==> config.mk <==
export PLATFORM = sky130hd
export DESIGN_NAME = d_input_debouncer
export DESIGN_NICKNAME = d
export VERILOG_FILES = /design/src/rtl/d_input_debouncer.sv
export SDC_FILE = /design/constraint.sdc
export NUM_CORES = 1
export LEC_CHECK = 0
export ABC_AREA = 1
export CORE_MARGIN = 4
export CORE_UTILIZATION = 55
export CTS_CLUSTER_DIAMETER = 100
export DETAILED_ROUTE_END_ITERATION = 8
export PLACE_DENSITY = 0.82
export SYNTH_ARGS = -nofsm -noshare
export SYNTH_HDL_FRONTEND = slang
export SYNTH_SLANG_ARGS = --single-unit
==> constraint.sdc <==
create_clock -name clk -period 2.25 [get_ports clk]
set_input_delay 0.3375 -clock clk [delete_from_list [all_inputs] [get_ports clk]]
set_output_delay 0.3375 -clock clk [all_outputs]
set_load 0.02 [all_outputs]
==> src/rtl/d_input_debouncer.sv <==
`default_nettype none
// d_input_debouncer: two-flop synchronizer, four-state debounce FSM with a
// stability counter, and registered one-cycle rise/fall strobes.
module d_input_debouncer #(
  parameter int STABLE_CYCLES = 4,
  parameter int CNT_W         = 8
) (
  input  logic clk,
  input  logic rst_n,
  input  logic d_raw,
  output logic d_clean,
  output logic rise,
  output logic fall,
  output logic busy
);

  typedef enum logic [1:0] {
    IDLE_LOW  = 2'd0,
    WAIT_HIGH = 2'd1,
    IDLE_HIGH = 2'd2,
    WAIT_LOW  = 2'd3
  } state_t;

  localparam logic [CNT_W-1:0] CNT_LAST = CNT_W'(STABLE_CYCLES - 1);
  localparam logic [CNT_W-1:0] CNT_ONE  = CNT_W'(1);

  if ((STABLE_CYCLES < 2) || (STABLE_CYCLES > 255) ||
      ((2 ** CNT_W) <= STABLE_CYCLES)) begin : g_param_check
    $error("d_input_debouncer: illegal STABLE_CYCLES/CNT_W combination");
  end

  logic             s1, s2;
  state_t           state, state_nxt;
  logic [CNT_W-1:0] cnt, cnt_nxt;
  logic             clean_nxt, rise_nxt, fall_nxt;

  // Only s1 may go metastable; everything downstream sees s2.
  always_ff @(posedge clk or negedge rst_n) begin
    if (!rst_n) begin
      s1 <= 1'b0;
      s2 <= 1'b0;
    end else begin
      s1 <= d_raw;
      s2 <= s1;
    end
  end

  always_comb begin
    state_nxt = state;
    cnt_nxt   = '0;
    clean_nxt = d_clean;
    rise_nxt  = 1'b0;
    fall_nxt  = 1'b0;
    case (state)
      IDLE_LOW: begin
        if (s2) begin
          state_nxt = WAIT_HIGH;
          cnt_nxt   = CNT_ONE;
        end
      end
      WAIT_HIGH: begin
        if (!s2) begin
          state_nxt = IDLE_LOW;
        end else if (cnt == CNT_LAST) begin
          state_nxt = IDLE_HIGH;
          clean_nxt = 1'b1;
          rise_nxt  = 1'b1;
        end else begin
          cnt_nxt = cnt + CNT_ONE;
        end
      end
      IDLE_HIGH: begin
        if (!s2) begin
          state_nxt = WAIT_LOW;
          cnt_nxt   = CNT_ONE;
        end
      end
      WAIT_LOW: begin
        if (s2) begin
          state_nxt = IDLE_HIGH;
        end else if (cnt == CNT_LAST) begin
          state_nxt = IDLE_LOW;
          clean_nxt = 1'b0;
          fall_nxt  = 1'b1;
        end else begin
          cnt_nxt = cnt + CNT_ONE;
        end
      end
      default: begin
        state_nxt = IDLE_LOW;
      end
    endcase
  end

  // busy is the registered decode of the state being entered.
  always_ff @(posedge clk or negedge rst_n) begin
    if (!rst_n) begin
      state   <= IDLE_LOW;
      cnt     <= '0;
      d_clean <= 1'b0;
      rise    <= 1'b0;
      fall    <= 1'b0;
      busy    <= 1'b0;
    end else begin
      state   <= state_nxt;
      cnt     <= cnt_nxt;
      d_clean <= clean_nxt;
      rise    <= rise_nxt;
      fall    <= fall_nxt;
      busy    <= (state_nxt == WAIT_HIGH) || (state_nxt == WAIT_LOW);
    end
  end

endmodule
`default_nettype wire

Word level (Yosys, flattened, before mapping)
Cells that the tools add are included.
{"block": "op_classes", "eq_ne": 10, "n_reduce_logical": 4, "add_sub_neg": 1, "mux": 23}
{"op": "one-hot mux 8 bit (4 select lines)", "n": 1}
{"op": "two-way mux 8 bit", "n": 3}
{"op": "two-way mux 2 bit", "n": 6}
{"op": "two-way mux 1 bit", "n": 11}
{"op": "adder 8 x 1 -> 8 bit (second input constant)", "n": 1}
{"op": "equality test 8 x 2 -> 1 bit (second input constant)", "n": 1}
{"op": "inequality test 2 bit (second input constant)", "n": 4}
{"op": "one-hot mux 2 bit (4 select lines)", "n": 1}
{"op": "equality test 2 bit (second input constant)", "n": 3}
{"op": "AND reduction 5 bit", "n": 1}
{"op": "equality test 2 x 1 -> 1 bit (second input constant)", "n": 2}
{"op": "logical NOT 2 bit", "n": 1}
{"op": "one-hot mux 1 bit (2 select lines)", "n": 1}
{"op": "nonzero test 2 bit", "n": 1}
{"op": "logical OR 1 bit", "n": 1}
{"block": "word_totals", "out_inout_bits": 4, "reg_bits": 16, "wordCells": 46}

Logic depth before layout (Yosys ltp)
{"block": "logic_depth", "ltp_word": 6, "depth_mapped": 7, "depth_no_buf": 7}

Worst setup path before layout
No wires, ideal clock.
{"block": "synth_path", "path_type": "flip-flop to flip-flop", "startpoint": "reg cnt[0]", "endpoint": "reg d_clean", "setup_slack_ns": 1.072, "synth_period_minus_slack_ns": 1.178, "path_stages_with_launch": 7, "arrival_ns": 1.060, "path_buffers": 0, "setup_ns": 0.118, "path_cell_list": "dfrtp_1 -> ha_1 -> nand2_2 -> nor2_8 -> nand3_1 -> nand2_1 -> nand2_1"}
{"block": "synth_between", "elab_chain_cells": 3, "elab_cells_between_ends": 4}
{"item": "from (decl)", "line_no": "34", "text": "logic [CNT_W-1:0] cnt, cnt_nxt;"}
{"item": "from (signal assigned)", "line_no": "106", "text": "cnt <= cnt_nxt;"}
{"item": "equality test 8 x 2 -> 1 bit *", "line_no": "64, 81"}
{"item": "inequality test 2 bit (no source line)"}
{"item": "AND reduction 5 bit (no source line) *"}
{"item": "to (signal assigned)", "line_no": "107", "text": "d_clean <= clean_nxt;"}
{"item": "to (decl)", "line_no": "11", "text": "output logic d_clean,"}
Mark *: on every way between the ends. The rest lies on a longest branch, timed or not.
A chain may end at the register's enable or synchronous reset.

Final worst setup path
{"block": "layout_path", "startpoint": "reg d_clean", "endpoint": "out d_clean"}
No word-level cell between the ends.

==> summary.txt <==
Status - completed
Leading post-synthesis cells by cell area - dfrtp_1 56%, nand2_1 9.9%, inv_1 5.2%
Ordered cell list for the critical path - clkdlybuf4s50_1
Maximum frequency from static timing analysis - 0.630 GHz
Transition time of the tightest slew-check pin - 0.679 ns
Number of distinct library cell variants in the gate-level netlist after synthesis - 18
Req. time, crit path - 1.91 ns
CP peak stage delay - 0.60 ns
Synthesized net count - 83
CTS Hold Bufs - 0
Initial core utilization - 0.614
Count of pins over their slew limit - 0
Clk_lat worst skew - 0.29 ns
Die Width - 44.2 um
Residual overflow from global routing - 0
Setup crit start kind - flop
Most common flop cell mapped by yosys - dfrtp_1
I/O pin total - 7
Quantity of gates resized following cts - 0
Vertical extent of the die - 44.2 um
Number of sinks handled by clock tree synthesis - 16
Buffering stage count on the worst path with inverters included - 1
Number of global-route vias before repair - 510
Wirelength per Cell - 11.6 um
Post-Route Skew - 0.00154 ns
Core region area - 1170 um^2
CTS Root Buffer Type - clkbuf_4
Global-route wire length before repair - 2.21 mm
Number of flops mapped to enable cells by yosys - 0
Worst Path Max Fanout - 2
Part of the cycle the worst path needs - 0.705
Seq/Total Area, Yosys - 0.557
Worst hold slack after final layout - 0.358 ns
Number of storage elements in the synthesis netlist - 16
Avg Inst Size Synth - 9.11 um^2
Area growth syn-to-layout - 15.8%
Share of flip-flops with an asynchronous set or reset after synthesis - 1.00
Total routed wirelength - 1.19 mm
Diode insertion count for antenna repair - 0
Synthesis warning total - 0
Setup TNS - 0 ns
Clock-pin slew reported for the worst setup and hold paths after clock tree synthesis - 0.09 ns
Critical Path Slowest Stage Cell - clkdlybuf4s50_1
Class of the most critical setup path - flop to output pin
Number of clock buffers inserted by TritonCTS - 3
Clock tree from TritonCTS - built
Gr usage total - 0.169
P per Cell Area - 905 nW/um^2
Final-report hold violation count - 0
Commonest cells in the synthesized netlist - 19 x nand2_1, 16 x dfrtp_1, 10 x inv_1, 9 x nor2_1, 5 x a21oi_1
Setup repair after global routing missed its margin - no
VDD IR-drop max - 0.584 mV
Total of max-cap violations - 0
CP endpoint kind - output pin
Detailed-router iteration count before antenna repair - 4
Layout cell share with drive strength beyond 1 - 0.157
# setup viols final - 0
Count of buffers from port buffering - 6
Cell type group with the largest total delay on the critical path - buffers and inverters
Count of nets after finishing - 94
Maximum buffer depth of the clock tree - 2
Count of unresolved DRC violations after routing - 0
Tightest Hold Check Type - flop to flop
Total via count after detailed routing - 515
Antenna violations before repair - 0
Cells after synthesis - 79
Worst EP arrival - 1.25 ns
Antenna viol nets, final - 0
Normalized max-slew margin - 0.546
GPL Wtd Cong - 0.769
Post-detailed-placement half-perimeter wirelength - 848 um
Number of design-rule violations left by the first detailed-router iteration - 5
Leakage - 0.409 nW
Shortest clock period the worst path allows after layout - 1.59 ns
Area enclosed by the die boundary - 1950 um^2
Library cell occupying the most area in the post-synthesis netlist - dfrtp_1
Area fraction of the dominant cell type after synthesis - 0.557
Number of cell rows - 12
Htree depth - 1
Largest net degree at the start of global routing - 17
Dominant cell by count in the synthesized netlist - nand2_1
Average via count per standard cell - 5.00
Number of buffers inserted by post-CTS setup repair - 0
Cell area after technology mapping - 719 um^2
cell type report:
| cell class | instances | area (um^2) |
|---|---|---|
| Clock buffer | 4 | 36.3 |
| Fill cell | 97 | 338 |
| Inverter | 11 | 41.3 |
| Multi-Input combinational cell | 52 | 278 |
| Sequential cell | 16 | 400 |
| Tap cell | 14 | 17.5 |
| Timing Repair Buffer | 6 | 60.1 |
final timing paths:
path / startpoint / endpoint / slack (ns) / depth (start not counted)
min in group asynchronous: rst_n / state[0]$_DFF_PN0_ / 0.45 / 1
setup / recovery: d_clean$_DFFE_PN0P_ / d_clean / 0.66 / 1
hold reg to reg: s1$_DFF_PN0_ / s2$_DFF_PN0_ / 0.36 / 0
max in group asynchronous: rst_n / s1$_DFF_PN0_ / 1.37 / 1
setup reg to reg: cnt[0]$_DFF_PN0_ / state[1]$_DFF_PN0_ / 0.91 / 6
hold / removal: s1$_DFF_PN0_ / s2$_DFF_PN0_ / 0.36 / 0
where the power goes:
part           internal, mW  leakage [nW]  switching [mW]
Combinational        0.0771         0.178           0.115
Clock                0.0988        0.0210          0.0948
Sequential            0.334         0.211          0.0352
Total                 0.509         0.409           0.245
per-stage QoR:
step	std cells	area (um^2)	utilization	worst slack [ns]	total power, mW
6_report	103	833	0.712	0.663	0.754
2_1_floorplan	79	719	-	1.07	0.499
3_3_place_gp	99	797	0.681	0.991	0.559
3_5_place_dp	99	797	0.681	0.942	0.567
4_1_cts	103	833	0.712	0.652	0.758
5_1_grt	103	833	0.712	0.602	0.803
flip-flops by register name (all words and copies together) (netlist names):
signal	cells
rise	1
s1	1
fall	1
s2	1
busy	1
state	2
cnt	8
d_clean	1
per-layer routing:
metal | wire (um) | up-vias | GRT usage
li1 | - | 267 | -
met1 | 520 | 230 | 0.187
met2 | 542 | 13 | 0.256
met3 | 76 | 5 | 0.0610
met4 | 51 | 0 | 0.145
met5 | 0 | - | 0
cell usage in the layout (no fill, tap or decap):
master / netlist / final
inv_1: 10 / 10
clkbuf_8: 0 / 1
nand4_1: 1 / 1
clkdlybuf4s50_1: 0 / 6
ha_1: 1 / 1
nand3_2: 1 / 1
xnor2_1: 1 / 1
nand2_2: 2 / 2
o21bai_1: 1 / 1
dfrtp_1: 16 / 16
clkbuf_4: 0 / 3
nor2_8: 1 / 1
o21ai_1: 1 / 1
nor2_4: 1 / 1
inv_2: 1 / 1
a21oi_1: 5 / 5
xor2_1: 1 / 1
nor2_1: 9 / 9
nand3_1: 4 / 4
nor2_2: 4 / 4
nand2_1: 19 / 19
logic make-up after synthesis:
group / Yosys count / share of synthesized area
simple gates: 42 / 0.292
compound gates: 7 / 0.0522
xor+xnor: 2 / 0.0244
fa+ha+maj: 1 / 0.0174
flops: 16 / 0.557
buf+inv: 11 / 0.0574
Power figures use the tool's default switching activity.
==> edit: new RTL, same settings <==
`CNT_W`: 8 -> 7.
--- a/src/rtl/d_input_debouncer.sv
+++ b/src/rtl/d_input_debouncer.sv
@@ -3,7 +3,7 @@
 // stability counter, and registered one-cycle rise/fall strobes.
 module d_input_debouncer #(
   parameter int STABLE_CYCLES = 4,
-  parameter int CNT_W         = 8
+  parameter int CNT_W         = 7
 ) (
   input  logic clk,
   input  logic rst_n,
Check against the original RTL: no difference found for any inputs over 10 cycles, from zero or initial values and one cycle with rst_n low; that may be too few to reach the edited logic, so the function may still have changed.
==> edit against the unedited design <==
- final area shrank 9.0%
- sequential cell count decreased by 1
- non-clock buffer count did not move
- critical path depth stayed put
- synthesized area is 9.0% lower
- worst setup slack improved by 0.030 ns
- global-route usage shrank 3.7 points
- power decreased by 12%
- routed wire length shrank 13%
- synthesized cell count is 5.1% lower
- critical path type unchanged
- largest cell class unchanged
- highest routed layer unchanged
==> edit: results (changes against the unedited design) <==
power_and_ir_drop:
  p_int_mw: 0.453  # -11%
  ir_drop_uv: 477  # -18%
  power_mw: 0.664  # -12%
  p_leak_nw: 0.398  # -2.7%
  combPwrFrac_pct: 25.7  # +0.3 points
  clockPowerShare_pct: 21.5  # -4.2 points
clock_tree:
  cts_made_buffers: 3  # unchanged
  cts_buffer_depth: 2  # unchanged
  clkLatencyLatePin_ns: 0.27  # -0.02 ns
  cts-htree-levels: 1  # unchanged
  path_clk_slew_ns: 0.08
  cts_setup_buffers: 0  # unchanged
final_layout:
  finalNetCount: 90  # -4.3%
  fill_cells: 97  # unchanged
  stdcell_count: 99  # -3.9%
  final_layout_size_suffix_gt1_share_pct: 10.6  # -5.1 points
  antenna_cells: 0  # unchanged
  top_regs: "cnt (7), state (2)"
grt:
  grt_use_total_pct: 13.2  # -3.7 points
  grt_pass1_wl_um: 1790  # -19%
  grt_pass1_vias: 461  # -9.6%
  grt_max_degree: 16  # -1
synthesis:
  synth_cell_types: 15  # -3
  async_flop_share_pct: 100  # unchanged
  synth_fa_ha_area_share_pct: 1.91  # +0.17 points
  seq_area_frac_synth_pct: 57.4  # +1.7 points
  synth-compound-area-share_pct: 2.29  # -2.9 points
  syn_nets: 79  # -4.8%
  ys.flop_type: "dfrtp_1"
  muxShareOfSynthArea_pct: 0  # unchanged
  syn_area_per_cell_um2: 8.73  # -4.2%
  synth_xor_area_share_pct: 2.68  # +0.24 points
  synth_area_leaders: "dfrtp_1, nand2_1, inv_1"
  yosys_warnings: 0  # unchanged
  synth_top_cells_by_count: "nand2_1, dfrtp_1, inv_1, nor2_1, nand3_1"
critical_path:
  cp_slowest_stage_delay_ns: 0.60  # about the same
  slowest_stage: "clkdlybuf4s50_1"
  worst_ep_arrival_time_ns: 1.22  # -0.03 ns
placed_design:
  port_buffers: 6  # unchanged
  detailedPlace.worstSlack_ns: 0.957  # +0.0147 ns
  dp_cells: 95  # -4.0%
  gp_congestion: 0.856  # +11%
  hpwlAfterDp_um: 825  # -2.7%
run_status:
  outcome: "complete, no violations"
worst_hold_path:
  min_path_type: "reg -> reg"
sta:
  skew_ns: 0.00120  # -0.000336 ns
  worst_pin_slew_ns: 0.632  # -0.0464 ns
drt:
  drt_iter0_drc: 8  # +3
  wl_met2_um: 512  # -5.5%
  dr_wl_met3_um: 56  # -26%
  wl_per_cell_um: 10.5  # -9.3%
  top_layer_used: "met4"
  via_per_inst: 4.80  # -4.0%
  m1WireLength_um: 459  # -12%
[edit: changes by cell type after synthesis, sizes merged]
cell | before | now
a21oi | 5 | 2
o21bai | 1 | 0
dfrtp | 16 | 15
clkinv | 0 | 1
inv | 11 | 15
nor2 | 15 | 11
nand3 | 5 | 7
nand2 | 21 | 19
[edit: routing by layer]
layer  up-vias  track usage (%)
li1        247                -
met1       216             16.0
met2        10             21.3
met3         2             3.00
met4         0             7.45
met5         -                0
[edit: through the flow]
step | util [%] | hold slack (ns) | instance area (µm²)
after floorplan | - | 0.0419 | 654
after global placement | 65.9 | 0.333 | 732
after detailed placement | 65.9 | 0.346 | 732
after CTS | 68.2 | 0.365 | 758
after global routing | 68.2 | 0.367 | 758
final | 68.2 | 0.359 | 758
[edit: worst reg2reg max path, delay by kind of cell (launching register included)]
kind | cells | cell delay, ns
adder cells (fa/ha/maj) | 1 | 0.26
AND/OR/NAND/NOR | 5 | 0.55
flip-flops | 1 | 0.39
[edit: logic make-up (layout without fill, tap and decap cells)]
logic type | count (synthesis) | count (layout)
xor gates and xnor gates | 2 | 2
buffers and inverters | 16 | 26
DFF | 15 | 15
adders and majority gates | 1 | 1
AOI/OAI and AO/OA | 3 | 3
and+or+nand+nor | 38 | 38
[edit: layout make-up]
type	count	area share [%]
Inverter	16	7.92
Clock buffer	4	3.47
Tap cell	14	2.31
Sequential cell	15	49.5
Timing Repair Buffer	6	7.92
Multi-Input combinational cell	44	28.9
[edit: worst paths after layout]
kind / to / cells after the start / start / slack (ns)
hold reg to reg: s2 / 0 / s1 / 0.36
setup / recovery: d_clean / 1 / d_clean / 0.69
min in group asynchronous: cnt[6] / 1 / rst_n / 0.45
max in group asynchronous: s1 / 1 / rst_n / 1.39
hold / removal: s2 / 0 / s1 / 0.36
setup reg to reg: cnt[0] / 6 / cnt[0] / 0.96
